## config.mk

```make
export PLATFORM = sky130hd
export DESIGN_NAME = drive_regulator
export DESIGN_NICKNAME = d
export VERILOG_FILES = /design/src/rtl/drive_regulator.sv
export SDC_FILE = /design/constraint.sdc
export NUM_CORES = 1
export LEC_CHECK = 0
export CAP_MARGIN = 20
export CORE_UTILIZATION = 33
export CTS_CLUSTER_SIZE = 28
export DETAILED_ROUTE_END_ITERATION = 8
export PLACE_DENSITY_LB_ADDON = 0.15
export SETUP_SLACK_MARGIN = 0.2
export SYNTH_ARGS = -nofsm -noshare
export SYNTH_HDL_FRONTEND = slang
export SYNTH_SLANG_ARGS = --single-unit
```

## constraint.sdc

```tcl
create_clock -name clk -period 6.97 [get_ports clk]
set_input_delay 1.394 -clock clk [delete_from_list [all_inputs] [get_ports clk]]
set_output_delay 1.394 -clock clk [all_outputs]
set_load 0.01 [all_outputs]
```

## src/rtl/drive_regulator.sv

```systemverilog
// Closed-loop motor current regulator: decimated PI + D controller producing the PWM drive
// magnitude, with saturation on the error, integrator, derivative and output.
module drive_regulator #(
  parameter bit FAST_SIM = 1'b0
) (
  input  logic        clk,
  input  logic        rst_n,
  input  logic [11:0] target_curr,
  input  logic [11:0] avg_curr,
  input  logic        not_pedaling,
  output logic [11:0] drv_mag,
  output logic        decim_tick
);

  logic signed [12:0] w_err;
  logic signed [9:0]  w_err_sat;
  logic signed [9:0]  r_err_q;
  logic [16:0]        r_integ;
  logic signed [18:0] w_integ_sum;
  logic [16:0]        w_integ_nxt;
  logic signed [9:0]  r_hist0, r_hist1, r_hist2;
  logic signed [10:0] w_d_diff;
  logic signed [8:0]  w_d_sat;
  logic signed [13:0] w_p, w_i, w_d, w_pid;
  logic [11:0]        w_drv_nxt;
  logic [19:0]        r_decim_cnt;

  assign w_err = $signed({1'b0, target_curr}) - $signed({1'b0, avg_curr});

  always_comb begin
    w_err_sat = w_err[9:0];
    if (w_err > 13'sd511) begin
      w_err_sat = 10'h1FF;
    end else if (w_err < -13'sd512) begin
      w_err_sat = 10'h200;
    end
  end

  assign decim_tick = FAST_SIM ? (&r_decim_cnt[14:0]) : (&r_decim_cnt);

  // Integrator accumulates unsigned; the sum is widened so both clamps are detectable.
  assign w_integ_sum = $signed({2'b00, r_integ}) + $signed({{9{r_err_q[9]}}, r_err_q});

  always_comb begin
    w_integ_nxt = w_integ_sum[16:0];
    if (w_integ_sum < 19'sd0) begin
      w_integ_nxt = 17'h00000;
    end else if (w_integ_sum > 19'sh1FFFF) begin
      w_integ_nxt = 17'h1FFFF;
    end
  end

  assign w_d_diff = $signed({r_err_q[9], r_err_q}) - $signed({r_hist2[9], r_hist2});

  always_comb begin
    w_d_sat = w_d_diff[8:0];
    if (w_d_diff > 11'sd255) begin
      w_d_sat = 9'h0FF;
    end else if (w_d_diff < -11'sd256) begin
      w_d_sat = 9'h100;
    end
  end

  assign w_p   = {{4{r_err_q[9]}}, r_err_q};
  assign w_i   = {2'b00, r_integ[16:5]};
  assign w_d   = {{3{w_d_sat[8]}}, w_d_sat, 2'b00};
  assign w_pid = w_p + w_i + w_d;

  always_comb begin
    w_drv_nxt = w_pid[11:0];
    if (w_pid < 14'sd0) begin
      w_drv_nxt = 12'h000;
    end else if (w_pid > 14'sd4095) begin
      w_drv_nxt = 12'hFFF;
    end
  end

  always_ff @(posedge clk or negedge rst_n) begin
    if (!rst_n) begin
      r_err_q     <= '0;
      r_integ     <= '0;
      r_hist0     <= '0;
      r_hist1     <= '0;
      r_hist2     <= '0;
      r_decim_cnt <= '0;
      drv_mag     <= '0;
    end else begin
      r_err_q     <= w_err_sat;
      r_decim_cnt <= r_decim_cnt + 20'd1;
      if (decim_tick) begin
        r_hist2 <= r_hist1;
        r_hist1 <= r_hist0;
        r_hist0 <= r_err_q;
      end
      // Pedal release restarts the integrator from zero, even on a tick edge.
      if (not_pedaling) begin
        r_integ <= '0;
      end else if (decim_tick) begin
        r_integ <= w_integ_nxt;
      end
      drv_mag <= not_pedaling ? 12'h000 : w_drv_nxt;
    end
  end

endmodule

```

Word level (Yosys, flattened, before mapping)
Cells that the tools add are included.
{"block": "totals", "reg_bits": 89, "inputBits": 27, "output_inout_bits": 13, "wordCells": 34}
{"block": "classes", "add_sub_neg": 6, "n_lt_le_gt_ge": 8, "mux": 11, "reduce_logical": 2}
{"operator": "2-to-1 mux 17 bit", "n": 4}
{"operator": "2-to-1 mux 12 bit", "n": 3}
{"operator": "adder 20 x 1 -> 20 bit (second input constant)", "n": 1}
{"operator": "2-to-1 mux 10 bit", "n": 2}
{"operator": "AND reduction 20 bit", "n": 1}
{"operator": "adder 18 x 10 -> 19 bit", "n": 1}
{"operator": "> comparator 19 x 18 -> 1 bit (second input constant)", "n": 1}
{"operator": "< comparator 19 x 1 -> 1 bit (second input constant)", "n": 1}
{"operator": "2-to-1 mux 9 bit", "n": 2}
{"operator": "adder 10 x 13 -> 14 bit", "n": 1}
{"operator": "adder 14 x 11 -> 14 bit", "n": 1}
{"operator": "> comparator 14 x 13 -> 1 bit (second input constant)", "n": 1}
{"operator": "< comparator 14 x 1 -> 1 bit (second input constant)", "n": 1}
{"operator": "> comparator 13 x 10 -> 1 bit (second input constant)", "n": 1}
{"operator": "< comparator 13 x 10 -> 1 bit (second input constant)", "n": 1}
{"operator": "subtractor 12 x 12 -> 13 bit", "n": 1}
{"operator": "> comparator 11 x 9 -> 1 bit (second input constant)", "n": 1}
{"operator": "< comparator 11 x 9 -> 1 bit (second input constant)", "n": 1}
{"operator": "subtractor 10 x 10 -> 11 bit", "n": 1}
{"operator": "nonzero test 2 bit", "n": 1}

Logic depth before layout (Yosys ltp)
Gate-level depths: netlist of the first run.
{"block": "depth", "word_depth": 9, "ltp_mapped": 23, "depth_no_buf": 22}

Worst setup path after synthesis of the first run
OpenSTA, ideal clock, no wires.
{"block": "synth_timing", "kind": "reg2reg", "start": "register r_err_q[1]", "end": "register drv_mag[8]", "setup_ns": 0.084, "arrival_ns": 4.887, "t_required_ns": 6.886, "path_slack_ns": 1.999, "stages_incl_launch_ff": 21, "path_buffers": 1, "period_less_slack_ns": 4.971, "path_cell_list": "dfrtp_1 > ha_1 > nor2b_1 > o21ai_0 > a21boi_0 > o31ai_1 > a21oi_1 > or3_1 > a22oi_2 > a21o_1 > fa_1 > fa_1 > nor2b_1 > o21a_1 > o21ai_1 > a2111o_1 > a311oi_1 > nor3_1 > nor3_1 > buf_2 > a21boi_0"}
{"block": "synth_between", "elab_chain_len": 9, "word_cells_on_any_way": 12, "classes_between": "3 x add/sub; 4 x order compare; 5 x mux"}
{"item": "from (decl)", "line_no": "17", "rtl": "logic signed [9:0] r_err_q;"}
{"item": "from (signal assigned)", "line_no": "88", "rtl": "r_err_q <= w_err_sat;"}
{"item": "subtractor 10 x 10 -> 11 bit", "line_no": "53", "rtl": "assign w_d_diff = $signed({r_err_q[9], r_err_q}) - $signed({r_hist2[9], r_hist2});"}
{"item": "< comparator 11 x 9 -> 1 bit", "line_no": "59", "rtl": "end else if (w_d_diff < -11'sd256) begin"}
{"item": "2-to-1 mux 9 bit", "line_no": "59"}
{"item": "2-to-1 mux 9 bit", "line_no": "57", "rtl": "if (w_d_diff > 11'sd255) begin"}
{"item": "adder 14 x 11 -> 14 bit *", "line_no": "67", "rtl": "assign w_pid = w_p + w_i + w_d;"}
{"item": "> comparator 14 x 13 -> 1 bit", "line_no": "73", "rtl": "end else if (w_pid > 14'sd4095) begin"}
{"item": "2-to-1 mux 12 bit", "line_no": "73"}
{"item": "2-to-1 mux 12 bit *", "line_no": "71", "rtl": "if (w_pid < 14'sd0) begin"}
{"item": "2-to-1 mux 12 bit *", "line_no": "101", "rtl": "drv_mag <= not_pedaling ? 12'h000 : w_drv_nxt;"}
{"item": "to (signal assigned)", "line_no": "101"}
{"item": "to (decl)", "line_no": "11", "rtl": "output logic [11:0] drv_mag,"}
Mark *: on every way between the ends. The rest lies on a longest branch, timed or not.
A chain may end at the register's enable or synchronous reset.

Worst setup path after layout of the first run
{"block": "layout_timing", "start": "register r_err_q[1]", "end": "register drv_mag[2]"}
Same word-level chain as after synthesis.

==> qor.yml, run 1 <==
dp_hpwl_um: 9976
antenna_found_initial: 0
dp_cells: 909
slew_headroom_pct: 34.68
syn_avg_cell_area_um2: 9.629
synth_warnings: 0
clock_latency_ns: 0.35
diodes: 0
synthFlopType: "dfrtp_1"
layout_min_cycle_time_ns: 6.008
cts_tree: "done"
grt_pass1_vias: 4672
wire_per_inst_um: 14.23
ir_drop_uv: 114.0
seq_area_frac_synth_pct: 35.75
rows: 49
critPathLaunchType: "flip-flop"
vias_per_cell: 5.030
hold_violations: 0
cts_buffers: 9
worstMarginPinSlew_ns: 0.9723
path_max_fanout: 12
ant_nets: 0
numPortBuffers: 39
critPathCaptureType: "flip-flop"
layout_common_cells: "dfrtp_1 (89), inv_1 (58), ha_1 (56)"
finalSetupViolCount: 0
fin_crit_sh_pct: 86.20
slew_viol_final: 0
rsz0062_at_grt: "false"
synth_seq_cells: 89
synth.distinct_cells: 61
instances_no_fill: 925
synth_top_area_cell: "dfrtp_1"
synthCells: 647
grt_pass1_wl_um: 22390
netlist_area_um2: 6230
clock_skew_ns: 0.009405
die_area_um2: 19430
totalPowerFinal_mw: 1.926
core_um2: 18210
required_ns: 7.23
drtIter0Drc: 199
die_w_um: 139.4
fmax_mhz: 166.4
synth.top_cell.area_share_pct: 35.75
area_growth_pct: 14.98
htree_levels: 3
synth_area_leaders: "dfrtp_1 (36%), ha_1 (11%), fa_1 (4.8%)"
io_pins: 40
cp.arrival_ns: 6.27
async_flop_share_pct: 100.0
cts_hold_buf: 0
drt_wl_total_um: 13170
fin_tns_setup_ns: 0
path_class: "reg2reg"
synthesis.nets: 745
die_h_um: 139.4
status: "complete, no violations"
gp_congestion: 0.8507
ctsResizeCount: 0
ctsLongestPathBuffers: 2
clkSinkCount: 89
drv_cap: 0
drtPass1Iterations: 4
p_leak_nw: 3.294
synth_edf_count: 0
power_density_nw_per_um2: 268.9
vias: 4653
start_util_pct: 34.21
cts_root_buf: "clkbuf_16"
grt_max_degree: 62
path_clk_slew_ns: 0.07
min_path_type: "reg2reg"
remaining_drc_errors: 0
layout-drive-gt1-share_pct: 11.35
grt.total_usage_pct: 14.39
post_cts_buffers: 0
gr-total-overflow: 0
nets: 789
mostFrequentLayoutCell: "dfrtp_1"
cells in the mapped netlist, types with 4 or more instances:
cell type,instances
dfrtp_1,89
inv_1,58
ha_1,56
nand2_1,48
a21oi_1,40
o21ai_0,39
nor2_1,38
xnor2_1,31
mux2_2,21
nand3_1,20
xor2_1,19
nor3_1,16
o21a_1,16
fa_1,15
nor2_2,10
o31ai_1,10
o21ai_2,9
o21ai_1,8
a21boi_0,7
and3_1,7
nor2b_1,7
nand2b_1,6
o21bai_1,6
a31oi_1,5
nand4_1,5
buf_2,4
clkbuf_1,4
o211ai_1,4
or2_2,4
or3_1,4
worst max-delay path, stage by stage, from the launching register on:
cell	delay [ns]
dfrtp_1	0.47
ha_1	0.31
nor2b_1	0.12
o21ai_0	0.20
a21boi_0	0.19
o31ai_1	0.40
a21oi_1	0.20
or3_1	0.39
a22oi_2	0.28
a21o_1	0.18
fa_1	0.45
fa_1	0.48
nor2b_1	0.13
o21a_1	0.14
o21ai_1	0.10
a2111o_1	0.42
a311oi_1	0.33
nor3_1	0.09
nor3_1	0.76
a21boi_0	0.27
registers in the layout (all words and copies together) (netlist names):
name         cells
r_hist1         10
r_hist2         10
drv_mag         12
r_err_q         10
r_hist0         10
r_integ         17
r_decim_cnt     20
report_power, final:
part / switching, mW / leakage [nW] / internal [mW]
clock: 0.226 / 0.143 / 0.249
combinational: 0.480 / 1.95 / 0.376
sequential: 0.0394 / 1.20 / 0.556
total: 0.745 / 3.29 / 1.18
path summary, 6_finish.rpt:
path / from / slack (ns) / cells past startpoint / endpoint
setup / recovery: r_err_q[1] / 0.96 / 19 / drv_mag[2]
max in group asynchronous: rst_n / 4.92 / 2 / r_hist0[3]
hold / removal: r_decim_cnt[15] / 0.47 / 1 / r_decim_cnt[15]
hold reg to reg: r_decim_cnt[15] / 0.47 / 1 / r_decim_cnt[15]
setup reg to reg: r_err_q[1] / 0.96 / 19 / drv_mag[2]
min in group asynchronous: rst_n / 0.95 / 1 / r_decim_cnt[16]
metrics by stage:
step / instance area (um^2) / hold WS, ns / worst slack, ns / utilization (%)
global placement: 6878 / 0.4520 / 1.198 / 37.77
global route: 7163 / 0.5004 / 0.3947 / 39.34
finish: 7163 / 0.4665 / 0.9615 / 39.34
detailed placement: 6878 / 0.4602 / 0.9928 / 37.77
floorplan: 6230 / 0.4360 / 1.999 / -
CTS: 7163 / 0.4771 / 0.9776 / 39.34
cell type report:
type,count,area (um^2)
clock buffer,9,225.2
clock inverter,7,60.06
fill,1779,11050
inverter,58,217.7
multi-input combinational,490,3729
sequential,89,2227
tap,229,286.5
timing repair buffer,43,417.9
kinds of logic (layout without fill, tap and decap cells):
kind of cell,Yosys count,after routing,share of synthesized area (%)
fa+ha+maj,71,71,16.07
simple gates,172,172,13.26
mux,23,23,4.318
xor+xnor,50,50,7.030
buf+inv,68,117,4.479
flops,89,89,35.75
compound gates,174,174,19.10
layer usage:
| metal | vias up | track usage (%) | routed length (um) |
|---|---|---|---|
| met2 | 82 | 23.41 | 6046 |
| met5 | - | 0 | 0 |
| met3 | 15 | 1.755 | 340 |
| li1 | 2345 | - | - |
| met4 | 0 | 5.789 | 227 |
| met1 | 2211 | 19.42 | 6551 |
Note: power is estimated with default switching activity, not from simulation.
==> run 2, diff against run 1 <==
--- a/config.mk
+++ b/config.mk
@@ -6,9 +6,11 @@
 export NUM_CORES = 1
 export LEC_CHECK = 0
 export CAP_MARGIN = 20
+export CORE_ASPECT_RATIO = 1.4
 export CORE_UTILIZATION = 33
 export CTS_CLUSTER_SIZE = 28
 export DETAILED_ROUTE_END_ITERATION = 8
+export DONT_BUFFER_PORTS = 1
 export PLACE_DENSITY_LB_ADDON = 0.15
 export SETUP_SLACK_MARGIN = 0.2
 export SYNTH_ARGS = -nofsm -noshare
==> run 2 against run 1 <==
Effect of this change: hold slack better by 0.0073 ns; sequential power increased by 3%; final area shrank 4.6%; global-route usage fell by 0.12 points; first-iteration DRC count up 4.0%; critical path depth rose by 2; core utilization decreased by 2.4 points; flip-flop and latch count did not move; non-clock buffer count decreased by 39; sequential share of layout area increased by 1.5 points; wire length down 0.78%; clock-buffer cell count increased by 1; largest power group unchanged; highest routed layer unchanged.
==> qor.yml, run 2 (same netlist as run 1, synthesis figures left out) <==
rr_worst_depth: 21  # +2
area_growth_pct: 9.721
fin_crit_sh_pct: 83.51  # -2.7 points
gp_congestion: 0.7854  # -7.7%
ant_nets: 0  # unchanged
clock_latency_ns: 0.35  # about the same
start_util_pct: 33.62  # -0.59 points
mostFrequentLayoutCell: "dfrtp_1"
critPathLaunchType: "flip-flop"
reg2reg_to: "drv_mag[2]"
layout_min_cycle_time_ns: 5.821  # -0.1878 ns
power_density_nw_per_um2: 281.0  # +4.5%
cts_root_buf: "clkbuf_16"
required_ns: 7.23  # about the same
r2r_start: "r_err_q[0]"
vias_per_cell: 5.023  # -0.14%
die_area_um2: 19440  # about the same
diodes: 0  # unchanged
status: "complete, no violations"
finalCoreUtilization_pct: 36.89  # -2.4 points
remaining_drc_errors: 0  # unchanged
min_path_cells: 1  # unchanged
nets: 750  # -4.9%
ctsLongestPathBuffers: 2  # unchanged
timing.hold.ws_ns: 0.4738  # +0.007275 ns
top_register: "r_decim_cnt"
min_path_type: "reg2reg"
grt_pass1_wl_um: 21890  # -2.2%
layout-drive-gt1-share_pct: 11.72  # +0.37 points
path_clk_slew_ns: 0.07  # about the same
antenna_found_initial: 0  # unchanged
htree_levels: 3  # unchanged
drt_wl_total_um: 13060  # -0.78%
gr-total-overflow: 0  # unchanged
totalPowerFinal_mw: 1.921  # -0.27%
slew_viol_final: 0  # unchanged
layout_common_cells: "dfrtp_1 (89), inv_1 (58), ha_1 (56)"
p_leak_nw: 3.162  # -4.0%
core_um2: 18530  # +1.8%
slew_headroom_pct: 48.64  # +14 points
rows: 59  # +20%
dp_hpwl_um: 9823  # -1.5%
ctsResizeCount: 0  # unchanged
cts_hold_buf: 0  # unchanged
fmax_mhz: 171.8  # +3.2%
grt_max_degree: 90  # +45%
path_max_fanout: 8  # -4
cts_tree: "done"
fillCellCount: 1865  # +4.8%
clock_skew_ns: 0.01122  # +0.001820 ns
hold_violations: 0  # unchanged
vias: 4526  # -2.7%
grt.total_usage_pct: 14.27  # -0.12 points
die_h_um: 164.6  # +18%
setup_ws_ns: 1.149  # +0.1878 ns
critPathCaptureType: "flip-flop"
rsz0062_at_grt: "false"
worstHoldStart: "r_decim_cnt[15]"
cp.arrival_ns: 6.08  # -0.19 ns
clkSinkCount: 89  # unchanged
finalSetupViolCount: 0  # unchanged
fin_tns_setup_ns: 0  # unchanged
whs_endpoint: "r_decim_cnt[15]"
path_class: "reg2reg"
post_cts_buffers: 0  # unchanged
grt_pass1_vias: 4447  # -4.8%
numPortBuffers: 0  # -100%
drv_cap: 0  # unchanged
ff_latch_area_um2: 2227  # unchanged
multi_input_area_um2: 3729  # unchanged
r2r_setup_slack_ns: 1.15  # +0.19 ns
pre_cts_ws_ns: 0.9986  # +0.005773 ns
top_regs: "r_decim_cnt: 20 flops, r_integ: 17 flops, drv_mag: 12 flops"
cts_buffers: 9  # unchanged
die_w_um: 118.1  # -15%
wire_per_inst_um: 14.50  # +1.9%
io_pins: 40  # unchanged
worstMarginPinSlew_ns: 0.7543  # -0.2180 ns
largest_reg_flops: 20  # unchanged
drtPass1Iterations: 4  # unchanged
drtIter0Drc: 207  # +4.0%
ir_drop_uv: 123.3  # +8.1%
==> run 2: cell count changes in the layout (fill, tap and decap cells not counted), sizes merged <==
cell	before	now
bufinv	0	2
clkinv	3	1
buf	5	3
clkbuf	9	11
clkdlybuf4s50	38	0
inv	62	61
==> run 2: per-stage QoR <==
step | area [um^2] | instances
floorplan | 6230 | 647
finish | 6835 | 901
global route | 6835 | 901
CTS | 6828 | 900
global placement | 6501 | 884
detailed placement | 6501 | 884
==> run 2: worst max-delay path, stage by stage (launching register included) <==
cell and delay [ns]:
dfrtp_1 0.41, inv_1 0.06, ha_1 0.22, fa_1 0.41
nor2b_1 0.13, o21ai_1 0.08, a21boi_1 0.31, o31a_1 0.24
o21ai_1 0.15, mux2i_1 0.18, nand3_1 0.25, o31ai_1 0.47
fa_1 0.50, ha_1 0.39, nand3_1 0.10, o211ai_1 0.11
o41ai_1 0.55, o21a_1 0.23, a21oi_1 0.09, xnor2_1 0.44
inv_1 0.19, a21boi_0 0.22
==> run 2: worst max-delay path by stage <==
stage,start,end,slack [ns],depth (start not counted)
6_report,r_err_q[0],drv_mag[2],1.15,21
5_1_grt,r_err_q[0],drv_mag[2],0.62,21
4_1_cts,r_err_q[1],drv_mag[2],0.95,19
3_5_place_dp,r_err_q[1],drv_mag[2],1.0,19
3_3_place_gp,r_err_q[1],drv_mag[11],1.16,19
2_1_floorplan,r_err_q[1],drv_mag[8],2.00,20
==> run 2: per-layer routing <==
layer / global-route usage (%) / wire [um] / up-vias / share of wire [%]
met5: 0 / 0 / - / 0
met4: 5.594 / 194 / 0 / 1.5
met3: 1.727 / 289 / 12 / 2.2
met2: 26.39 / 6855 / 71 / 52
met1: 16.75 / 5724 / 2165 / 44
li1: - / - / 2278 / -
==> run 2: cell type report <==
class | count | share of cell area, %
Clock buffer | 10 | 3.350
Tap cell | 244 | 4.466
Clock inverter | 6 | 1.428
Sequential cell | 89 | 32.58
Timing Repair Buffer | 4 | 0.4393
Inverter | 58 | 3.185
Multi-Input combinational cell | 490 | 54.55
==> run 2: power breakdown <==
group          internal (mW)  switching, mW  total (mW)  leakage (nW)
clock                  0.320          0.219       0.540         0.160
combinational          0.322          0.448       0.770          1.80
sequential             0.557         0.0542       0.612          1.20
total                   1.20          0.721        1.92          3.16
==> run 3, diff against run 2 <==
==> constraint.sdc (replaced) <==
create_clock -name clk -period 5.8 [get_ports clk]
set_input_delay 1.16 -clock clk [delete_from_list [all_inputs] [get_ports clk]]
set_output_delay 1.16 -clock clk [all_outputs]
set_load 0.01 [all_outputs]
==> run 3 against run 2 <==
Effect of this change: flip-flop and latch count did not move; total power grew 23%; sequential power increased by 20%; wire length rose by 3.4%; register-to-register slack lost 0.62 ns; clock-buffer cell count unchanged; maximum frequency up 11%; die area did not move; clock skew decreased by 0.0031 ns; critical path type unchanged.
==> qor.yml, run 3 (same netlist as run 1, synthesis figures left out) <==
status: "complete, no violations"
layout_common_cells: "dfrtp_1 (88), inv_1 (58), ha_1 (56)"
grt.busiest_layer: "met2"
fin_crit_sh_pct: 90.82  # +7.3 points
gr-total-overflow: 0  # unchanged
area_growth_pct: 12.19
hold_violations: 0  # unchanged
numPortBuffers: 0  # unchanged
cts_buffers: 9  # unchanged
cts_tree: "done"
slew_viol_final: 0  # unchanged
htree_levels: 3  # unchanged
fmax_mhz: 189.8  # +11%
clkSinkCount: 89  # unchanged
core_um2: 18530  # unchanged
critPathCaptureType: "flip-flop"
r2r_start: "r_err_q[1]"
grt.total_usage_pct: 14.32  # +0.049 points
grt_pass1_wl_um: 22060  # +0.76%
path_class: "reg2reg"
cp_slowest_cell: "a2111o_1"
start_util_pct: 33.62  # unchanged
antenna_found_initial: 0  # unchanged
clock_latency_ns: 0.34  # about the same
top_register: "r_decim_cnt"
slew_headroom_pct: 46.72  # -1.9 points
ir_drop_uv: 159.7  # +30%
grtUsageMet2_pct: 26.44  # +0.053 points
rsz0062_at_grt: "false"
grt_pass1_vias: 4521  # +1.7%
ctsLongestPathBuffers: 2  # unchanged
diodes: 0  # unchanged
gp_congestion: 0.7837  # -0.22%
clock_skew_ns: 0.008141  # -0.003084 ns
io_pins: 40  # unchanged
rows: 59  # unchanged
required_ns: 6.05  # -1.18 ns
p_leak_nw: 3.227  # +2.1%
mostFrequentLayoutCell: "dfrtp_1"
path_cells: "ha_1 -> nor2b_1 -> o21ai_1 -> a21boi_2 -> o31ai_4 -> a21oi_2 -> or3_1 -> a22oi_2 -> a21o_1 -> fa_2 -> fa_2 -> nor2b_1 -> o21a_1 -> o21ai_1 -> a2111o_1 -> a311oi_2 -> nor3_1 -> nor3_2 -> buf_4 -> a21boi_0"
vias: 4617  # +2.0%
endpoint: "drv_mag[9]"
cp.arrival_ns: 5.52  # -0.56 ns
wire_per_inst_um: 14.76  # +1.8%
crit_path_start: "r_err_q[1]"
largest_reg_flops: 20  # unchanged
remaining_drc_errors: 0  # unchanged
finalSetupViolCount: 0  # unchanged
cpPeakStageDelay_ns: 0.47  # -0.08 ns
grt_util_met3_pct: 2.314  # +0.59 points
drv_cap: 0  # unchanged
nets: 764  # +1.9%
drt_wl_total_um: 13510  # +3.4%
path_max_fanout: 6  # -2
critPathLaunchType: "flip-flop"
layout_min_cycle_time_ns: 5.267  # -0.5532 ns
die_h_um: 164.6  # unchanged
die_w_um: 118.1  # unchanged
worstMarginPinSlew_ns: 0.7825  # +0.02816 ns
totalPowerFinal_mw: 2.369  # +23%
drtIter0Drc: 163  # -21%
layout-drive-gt1-share_pct: 15.65  # +3.9 points
ant_nets: 0  # unchanged
rr_worst_depth: 20  # -4.8%
min_path_type: "reg2reg"
fin_tns_setup_ns: 0  # unchanged
path_clk_slew_ns: 0.07  # about the same
power_density_nw_per_um2: 339.0  # +21%
cts_root_buf: "clkbuf_16"
dp_hpwl_um: 9968  # +1.5%
grt_max_degree: 90  # unchanged
use_met1_pct: 17.10  # +0.35 points
reg2reg_to: "drv_mag[9]"
r2r_setup_slack_ns: 0.53  # -0.62 ns
vias_per_cell: 5.046  # +0.45%
die_area_um2: 19440  # unchanged
drtPass1Iterations: 4  # unchanged
top_regs: "r_decim_cnt: 20 flops, r_integ: 17 flops, drv_mag: 12 flops"
run 3: changes by cell type in the layout (fill, tap and decap cells not counted), moves of 3 or more:
cell | before | now
fa_2 | 0 | 3
buf_4 | 3 | 16
fa_1 | 15 | 12
a21boi_0 | 7 | 3
run 3: final cells by class:
cell class                 instances  area (um^2)
clock buffer                      10        229.0
timing repair buffer              18        145.1
fill                            1862        11540
tap                              244        305.3
inverter                          58        217.7
multi-input combinational        490         3792
clock inverter                     6        71.32
sequential                        89         2228
run 3: worst min path at each step:
stage / start / to / slack, ns / cells after the start
after floorplan: r_decim_cnt[0] / r_decim_cnt[0] / 0.44 / 1
after global placement: r_decim_cnt[8] / r_decim_cnt[8] / 0.45 / 1
after detailed placement: r_decim_cnt[15] / r_decim_cnt[15] / 0.46 / 1
after CTS: r_decim_cnt[15] / r_decim_cnt[15] / 0.47 / 1
after global routing: r_decim_cnt[4] / r_decim_cnt[4] / 0.48 / 1
final: r_decim_cnt[15] / r_decim_cnt[15] / 0.47 / 1
run 3: routing by layer:
layer / up-vias / share of wire [%]
met2: 72 / 52
met1: 2229 / 44
met3: 10 / 2.5
li1: 2306 / -
met4: 0 / 1.2
met5: - / 0
run 3: stage by stage:
stage,util [%],worst slack [ns],instance area [um^2],cells,hold slack [ns]
after floorplan,-,0.8286,6230,647,0.4360
after global placement,35.21,0.4836,6524,887,0.4530
after detailed placement,35.21,0.2517,6524,887,0.4552
after CTS,36.83,0.2236,6824,903,0.4696
after global routing,37.72,0.1815,6989,915,0.4766
final,37.72,0.5325,6989,915,0.4685
run 3: repair_timing:
item | in CTS | in global routing
buffers inserted | 0 | 11
setup endpoints to repair | 0 | 12
resized for setup | 0 | 21
hold buffers | 0 | 0
run 3: power by group:
part	switching, mW	total, mW	internal [mW]
Clock	0.259	0.598	0.339
Combinational	0.580	1.04	0.456
Sequential	0.0646	0.735	0.670
run 3: worst max-delay path: cells and delay by family (launching register included):
kind,cells,cell delay (ns)
AND/OR/NAND/NOR,5,0.95
flip-flops,1,0.46
buffers and inverters,1,0.18
adder cells (fa/ha/maj),3,1.18
AO/OA/AOI/OAI,11,2.41
